===== config.mk =====
export PLATFORM = sky130hd
export DESIGN_NAME = uart_link
export DESIGN_NICKNAME = d
export VERILOG_FILES = /design/src/rtl/uart_link.sv
export SDC_FILE = /design/constraint.sdc
export NUM_CORES = 1
export LEC_CHECK = 0
export ABC_AREA = 1
export CAP_MARGIN = 20
export CELL_PAD_IN_SITES_DETAIL_PLACEMENT = 1
export CELL_PAD_IN_SITES_GLOBAL_PLACEMENT = 2
export CORE_ASPECT_RATIO = 2
export CORE_MARGIN = 2
export CORE_UTILIZATION = 36
export DETAILED_ROUTE_END_ITERATION = 8
export GPL_ROUTABILITY_DRIVEN = 0
export PLACE_DENSITY_LB_ADDON = 0.1
export SYNTH_ARGS = -nofsm -noshare
export SYNTH_HDL_FRONTEND = slang
export SYNTH_SLANG_ARGS = --single-unit

===== constraint.sdc =====
create_clock -name clk -period 3 [get_ports clk]
set_clock_uncertainty 0.2 [all_clocks]
set_input_delay 0.75 -clock clk [delete_from_list [all_inputs] [get_ports clk]]
set_output_delay 0.75 -clock clk [all_outputs]
set_load 0.005 [all_outputs]

===== src/rtl/uart_link.sv =====
// uart_link: 8N1 UART transceiver, dedicated TX bit timer, 16x oversampled RX
module uart_link #(
  parameter int CLK_HZ = 50000000,
  parameter int BAUD = 9600,
  parameter int DIV = CLK_HZ / (BAUD * 16)
) (
  input  logic       clk,
  input  logic       reset,
  input  logic [7:0] TX_DATA,
  input  logic       TX_EN,
  output logic       TX_STATUS,
  output logic [7:0] RX_DATA,
  output logic       RX_EFF,
  input  logic       RX_READ,
  output logic       RX_OVR,
  output logic       RX_FERR,
  input  logic       serial_rx,
  output logic       serial_tx
);
  localparam int BP = 16 * DIV;
  localparam int BW = $clog2(BP);
  localparam int DW = DIV > 1 ? $clog2(DIV) : 1;

  typedef enum logic [1:0] {T_IDLE, T_START, T_DATA, T_STOP} tx_st_t;
  typedef enum logic [2:0] {R_IDLE, R_START, R_DATA, R_STOP, R_WAIT} rx_st_t;

  tx_st_t tx_st, tx_st_n;
  logic [BW-1:0] tx_cnt;
  logic [2:0] tx_bit;
  logic [7:0] tx_sr, tx_sr_n;
  logic tx_acc, bp_end;

  assign TX_STATUS = tx_st == T_IDLE;
  assign tx_acc = TX_EN && TX_STATUS;
  assign bp_end = tx_cnt == BW'(BP - 1);

  always_comb begin
    tx_st_n = tx_acc ? T_START
      : (tx_st == T_IDLE || !bp_end) ? tx_st
      : tx_st == T_START ? T_DATA
      : (tx_st == T_DATA && tx_bit != 3'd7) ? T_DATA
      : tx_st == T_DATA ? T_STOP : T_IDLE;
    tx_sr_n = tx_acc ? TX_DATA : (tx_st == T_DATA && bp_end) ? {1'b0, tx_sr[7:1]} : tx_sr;
  end

  always_ff @(posedge clk) begin
    if (!reset) begin
      tx_st <= T_IDLE;
      tx_cnt <= '0;
      tx_bit <= '0;
      tx_sr <= '0;
      serial_tx <= 1'b1;
    end else begin
      tx_st <= tx_st_n;
      tx_cnt <= (tx_st == T_IDLE || bp_end) ? '0 : tx_cnt + 1'b1;
      tx_bit <= (tx_st == T_DATA && bp_end) ? tx_bit + 1'b1 : tx_bit;
      tx_sr <= tx_sr_n;
      serial_tx <= tx_st_n == T_START ? 1'b0 : tx_st_n == T_DATA ? tx_sr_n[0] : 1'b1;
    end
  end

  rx_st_t rx_st, rx_st_n;
  logic rx_s1, rx_s2, rx_prev;
  logic [DW-1:0] div_cnt;
  logic [3:0] tk_cnt;
  logic [2:0] rx_bit;
  logic [7:0] rx_sr;
  logic fall, tick, smp, done, ferr;

  assign fall = rx_prev && !rx_s2;
  assign tick = div_cnt == DW'(DIV - 1);
  assign smp = tick && tk_cnt == (rx_st == R_START ? 4'd7 : 4'd15);
  assign done = rx_st == R_STOP && smp && rx_s2;
  assign ferr = rx_st == R_STOP && smp && !rx_s2;

  always_comb begin
    rx_st_n = rx_st == R_IDLE ? (fall ? R_START : R_IDLE)
      : rx_st == R_WAIT ? (rx_s2 ? R_IDLE : R_WAIT)
      : !smp ? rx_st
      : rx_st == R_START ? (rx_s2 ? R_IDLE : R_DATA)
      : rx_st == R_DATA ? (rx_bit == 3'd7 ? R_STOP : R_DATA)
      : rx_s2 ? R_IDLE : R_WAIT;
  end

  always_ff @(posedge clk) begin
    if (!reset) begin
      rx_s1 <= 1'b1;
      rx_s2 <= 1'b1;
      rx_prev <= 1'b1;
      rx_st <= R_IDLE;
      div_cnt <= '0;
      tk_cnt <= '0;
      rx_bit <= '0;
      rx_sr <= '0;
      RX_DATA <= '0;
      RX_EFF <= 1'b0;
      RX_OVR <= 1'b0;
      RX_FERR <= 1'b0;
    end else begin
      rx_s1 <= serial_rx;
      rx_s2 <= rx_s1;
      rx_prev <= rx_s2;
      rx_st <= rx_st_n;
      div_cnt <= ((rx_st == R_IDLE && fall) || tick) ? '0 : div_cnt + 1'b1;
      tk_cnt <= (rx_st == R_IDLE || (rx_st == R_START && smp)) ? '0 : tick ? tk_cnt + 1'b1 : tk_cnt;
      rx_bit <= (rx_st == R_DATA && smp) ? rx_bit + 1'b1 : rx_bit;
      rx_sr <= (rx_st == R_DATA && smp) ? {rx_s2, rx_sr[7:1]} : rx_sr;
      RX_DATA <= done ? rx_sr : RX_DATA;
      RX_EFF <= done | (RX_EFF & ~RX_READ);
      RX_OVR <= done ? (RX_EFF & ~RX_READ) : (RX_OVR & ~(RX_READ & RX_EFF));
      RX_FERR <= ferr;
    end
  end
endmodule

==> results_dict.tcl, run 1 <==
set metrics [dict create \
    fp.coreArea_sq_um 7940 \
    period_minus_slack_ps 2440 \
    hpwl_um 5370 \
    placed_cell_area_sq_um 3310 \
    yosysSeqAreaShare 0.462 \
    grt_max_degree 22 \
    drtIter0Drc 57 \
    grt_pass1_vias 2698 \
    cts_inserted_buffers 9 \
    hold_path_class "reg -> reg" \
    routed_wl_um 7080 \
    tightestPinTransition_ps 514 \
    postCtsSetupBuffers 0 \
    finalInstanceArea_sq_um 3600 \
    cap_violations 0 \
    p_leak_nw 1.40 \
    seqCellArea_sq_um 1360 \
    start_util 0.371 \
    dieArea_sq_um 8960 \
    synth_cells 380 \
    clkLatencyLatePin_ps 330 \
    wl_per_cell_um 13.8 \
    total_power_mw 2.05 \
    ctsResizeCount 0 \
    antenna_found_initial 0 \
    maxSlewHeadroom 0.657 \
    io_buffers 25 \
    antennaDiodeCount 0 \
    final-max-slew-violation-count 0 \
    die_x_um 68.0 \
    drive_gt1_frac 0.0916 \
    p_sw_uw 443 \
    timing.setup.tns_ps 0 \
    seqPwrFrac 0.455 \
    cts_root_buffer "clkbuf_16" \
    vdd_drop_max_v 0.000324 \
    postSynthAreaPerCell_sq_um 7.75 \
    grt_pass1_wl_um 12000 \
    detail-route-antenna-nets 0 \
    end_kind "primary output" \
    synth_seq_cells 68 \
    final_common_cell "nand2_1" \
    synth_cell_types 29 \
    areaGrowthSynthToFinish_pct 22.3 \
    synth_ff_type "dfxtp_1" \
    vias_per_cell 4.98 \
    critical_path.slowest_cell "clkdlybuf4s50_1" \
    met2_length_um 4150 \
    rsz0062_at_grt "no" \
    p_sw_frac 0.216 \
    ios 26 \
    critical_path.max_stage_delay_ps 460 \
    cts_tree "built" \
    clockPowerShare 0.493 \
    hold_violations 0 \
    cp_data_arrival_time_ps 1490 \
    cp_max_fo 3 \
    status "completed" \
    multi_input_area_sq_um 1380 \
    met1_length_um 2600 \
    synth_edf_count 0 \
    final_nets 435 \
    dp_slack_ps 419 \
    start_kind "flop" \
    setup_viol 0 \
    dr.pass1.iters 4 \
    synth_nets 404 \
    dr_wl_met3_um 199 \
    ys_warn_count 0 \
    crit_chain "inv_1 -> ha_1 -> clkdlybuf4s50_1" \
    clkSlewWorstSetupHoldPaths_ps 50 \
    rows 46 \
    vias 2546 \
    grt_usage 0.176 \
    n_fill_cell 970 \
    fin_crit_sh 0.813 \
    syn-cell-area_sq_um 2950 \
    cts_hold_buf 0 \
    grt_overflow_total 0 \
    highest_layer "met4" \
    combPwrFrac 0.053 \
    final_cell_mix "nand2_1, dfxtp_1, nor2_1" \
    drcViolationCount 0 \
    die_h_um 132 \
    required_ps 2050 \
    synthArstFlopShare 0 \
    worst_slack_ps 562 \
    cts_sinks 68 \
    path_class "reg -> out" \
    max_freq_mhz 410 \
    pwr_density_cell_nw_per_um2 570 \
    h-tree-depth 3 \
    clockBufferDepth 2 \
    internal-power_mw 1.61 \
]
-- cells in the mapped netlist (4+ instances only) --
master    number  area share
a21oi_1       31       0.053
a31oi_1        7       0.015
clkbuf_1       6      0.0076
dfxtp_1       68        0.46
ha_1          11       0.047
inv_1         35       0.045
nand2_1       81        0.10
nand3_1       32       0.054
nand4_1       17       0.036
nor2_1        38       0.048
nor3_1         5      0.0085
nor3b_1        4       0.010
o21ai_0        7       0.012
or2_2          6       0.013
xor2_1         5       0.015
-- critical path: cells and delay by family (launching register included) --
family | cells | cell delay (ps)
flops | 1 | 380
buf+inv | 2 | 540
fa+ha+maj | 1 | 240
-- power by group through the flow --
stage | Sequential (mW) | Clock (mW) | Combinational (mW)
2_1_floorplan | 0.950 | 0 | 0.0644
3_3_place_gp | 0.952 | 0 | 0.109
3_5_place_dp | 0.953 | 0 | 0.111
4_1_cts | 0.934 | 1.04 | 0.111
5_1_grt | 0.936 | 1.07 | 0.124
6_report | 0.934 | 1.01 | 0.108
-- routing by layer --
metal | vias up | GRT usage
met1 | 1199 | 0.166
met4 | 0 | 0.0667
met5 | - | 0
met3 | 10 | 0.0487
li1 | 1310 | -
met2 | 27 | 0.334
-- worst paths after layout --
kind	start	end	cells after the start	slack [ps]
max	tx_st[0]	TX_STATUS	3	560
min	rx_s1	rx_s2	1	240
max reg2reg	tx_st[0]	tx_sr[2]	7	900
min reg2reg	rx_s1	rx_s2	1	240
-- per-stage QoR --
stage	utilization	std cells	hold WS, ps
2_1_floorplan	-	380	193
3_3_place_gp	0.417	496	207
3_5_place_dp	0.417	496	212
4_1_cts	0.454	511	248
5_1_grt	0.454	511	260
6_report	0.454	511	238
-- cell families (layout without fill, tap and decap cells) --
| kind of cell | count (synthesis) | in the layout | synth area share |
|---|---|---|---|
| AO/OA/AOI/OAI | 45 | 45 | 0.0794 |
| XOR/XNOR | 8 | 8 | 0.0238 |
| adder cells (fa/ha/maj) | 11 | 11 | 0.0467 |
| buffers and inverters | 49 | 84 | 0.0688 |
| flip-flops | 68 | 68 | 0.462 |
| multiplexers | 1 | 1 | 0.00340 |
| AND/OR/NAND/NOR | 198 | 198 | 0.316 |
-- area by class of cell --
type	instances	area share
Inverter	38	0.0396
Sequential cell	68	0.378
Multi-Input combinational cell	263	0.383
Clock buffer	14	0.0788
Clock inverter	1	0.00139
Timing Repair Buffer	31	0.0854
Tap cell	96	0.0333
-- sequential cells by signal, indices dropped and copies added, names as in the netlist, 4 cells and up --
register / count
RX_DATA: 8
rx_sr: 8
div_cnt: 9
tk_cnt: 4
tx_sr: 8
tx_cnt: 13
(Power assumes the default switching activity.)
==> run 2: changes to the inputs <==
- CORE_UTILIZATION: 36 -> 30
- clock period: 3 -> 2 ns (I/O delays scaled with it)
==> run 2 against run 1 <==
Via count increased by 4.6%. First-iteration DRC count increased by 26%. Global-route usage decreased by 2.5 points. Cell area is 6.4% higher. Sequential cell count stayed put. Worst setup slack lost 480 ps. Combinational power increased by 75%. Worst hold slack worse by 25 ps. Cell count up 10%. Largest power group unchanged.
==> results_dict.tcl, run 2 (synthesized netlist as in run 1, its figures left out) <==
set metrics [dict create \
    rows 51 \
    dr.pass1.iters 4 \
    vdd_drop_max_v 0.000502 \
    vias_per_cell 4.72 \
    grt_use_met2 0.282 \
    cap_violations 0 \
    p_leak_nw 1.50 \
    drive_gt1_frac 0.160 \
    hpwl_um 5420 \
    ios 26 \
    clkLatencyLatePin_ps 330 \
    vias 2664 \
    dieArea_sq_um 10700 \
    fp.coreArea_sq_um 9640 \
    grt_max_degree 24 \
    utilization 0.398 \
    total_power_mw 3.18 \
    fin_crit_sh 0.960 \
    critical_path.slowest_cell "clkdlybuf4s50_1" \
    combPwrFrac 0.059 \
    cts_hold_buf 0 \
    wl_per_cell_um 12.8 \
    tightestPinTransition_ps 513 \
    end_kind "primary output" \
    cp_max_fo 2 \
    drcViolationCount 0 \
    busiest_layer "met2" \
    detail-route-antenna-nets 0 \
    status "completed" \
    path_class "reg -> out" \
    cts_sinks 68 \
    final_nets 451 \
    start_util 0.306 \
    antenna_found_initial 0 \
    timing.setup.tns_ps 0 \
    setup_viol 0 \
    period_minus_slack_ps 1920 \
    dp_slack_ps -17.6 \
    final-max-slew-violation-count 0 \
    h-tree-depth 3 \
    critical_path_buf_inv_count 1 \
    top_regs "tx_cnt (13), div_cnt (9)" \
    crit_chain "clkdlybuf4s50_1" \
    grt_overflow_total 0 \
    die_h_um 144 \
    critical_path.max_stage_delay_ps 560 \
    clockPowerShare 0.500 \
    pwr_density_cell_nw_per_um2 830 \
    regMostFlops "tx_cnt" \
    rsz0062_at_grt "no" \
    internal-power_mw 2.49 \
    areaGrowthSynthToFinish_pct 30.1 \
    maxSlewHeadroom 0.655 \
    hold_path_class "reg -> reg" \
    hold_violations 0 \
    p_sw_uw 690 \
    max_freq_mhz 521 \
    cts_root_buffer "clkbuf_16" \
    p_sw_frac 0.217 \
    largest_reg_flops 13 \
    critPathTopFamily "buffers and inverters" \
    cts_inserted_buffers 9 \
    grt_usage 0.151 \
    die_x_um 74.1 \
    cp_data_arrival_time_ps 1220 \
    io_buffers 25 \
    cts_tree "built" \
    seqPwrFrac 0.441 \
    required_ps 1300 \
    final_common_cell "nand2_1" \
    n_fill_cell 1143 \
    grt_pass1_vias 2817 \
    drtIter0Drc 72 \
    grt_use_met1 0.153 \
    final_cell_mix "nand2_1, dfxtp_1, nor2_1" \
    antennaDiodeCount 0 \
    start_kind "flop" \
    grt_pass1_wl_um 12500 \
    clockBufferDepth 2 \
    routed_wl_um 7210 \
    use_met3 0.0334 \
    clkSlewWorstSetupHoldPaths_ps 60 \
    worst_slack_ps 80.4 \
]
## run 2: changes by cell type in the layout (fill, tap and decap cells not counted), moves of 2 or more
| cell | previous run | this run |
|---|---|---|
| dfxtp_1 | 68 | 65 |
| inv_1 | 35 | 31 |
| inv_2 | 3 | 7 |
| dfxtp_2 | 0 | 3 |
| buf_4 | 5 | 17 |
| ha_1 | 11 | 9 |
| clkinv_2 | 1 | 4 |
| clkbuf_8 | 4 | 2 |
| buf_6 | 0 | 4 |
## run 2: final cells by class
class,count,area [sq um],share of cell area
repair buffers,47,427,0.111
inverters,38,143,0.0372
clock inverters,5,50.0,0.0131
multi-input cells,263,1430,0.373
well taps,132,165,0.0431
flip-flops and latches,68,1370,0.356
clock buffers,11,253,0.0660
## run 2: worst paths after layout
path / startpoint / end / slack, ps / cells after the start
hold / removal: rx_s1 / rx_s2 / 210 / 1
hold reg to reg: rx_s1 / rx_s2 / 210 / 1
setup reg to reg: div_cnt[0] / rx_bit[0] / 180 / 9
setup / recovery: RX_DATA[6] / RX_DATA[6] / 80 / 1
## run 2: power groups by stage
stage | registers [mW] | clock network, mW | logic (mW)
floorplan | 1.42 | 0 | 0.0966
global placement | 1.43 | 0 | 0.180
detailed placement | 1.43 | 0 | 0.184
CTS | 1.40 | 1.66 | 0.187
global route | 1.41 | 1.70 | 0.217
finish | 1.40 | 1.59 | 0.189
## run 2: timing repair
item | 4_1_cts | 5_1_grt
resized for setup | 5 | 18
setup buffers | 1 | 1
endpoints found under the setup margin | 1 | 27
gates cloned | 0 | 1
pin swaps | 1 | 0
## run 2: metrics by stage
step | instances | hold slack, ps | area [sq um]
after CTS | 562 | 220 | 3760
after detailed placement | 545 | 207 | 3440
after global placement | 545 | 204 | 3440
after global routing | 564 | 241 | 3830
final | 564 | 213 | 3830
after floorplan | 380 | 193 | 2950
## run 2: worst reg2reg max path, stage by stage, from the launching register on
cell	delay [ps]
dfxtp_2	330
inv_2	70
ha_4	130
nand2_2	60
nor3_4	130
nand3_2	140
nor2_4	250
nand2_4	110
or2_1	240
a21oi_2	110
## run 2: routing by layer
layer | part of all wire | up-vias
met5 | 0 | -
met4 | 0.023 | 0
met3 | 0.027 | 12
met2 | 0.56 | 30
met1 | 0.39 | 1269
li1 | - | 1353
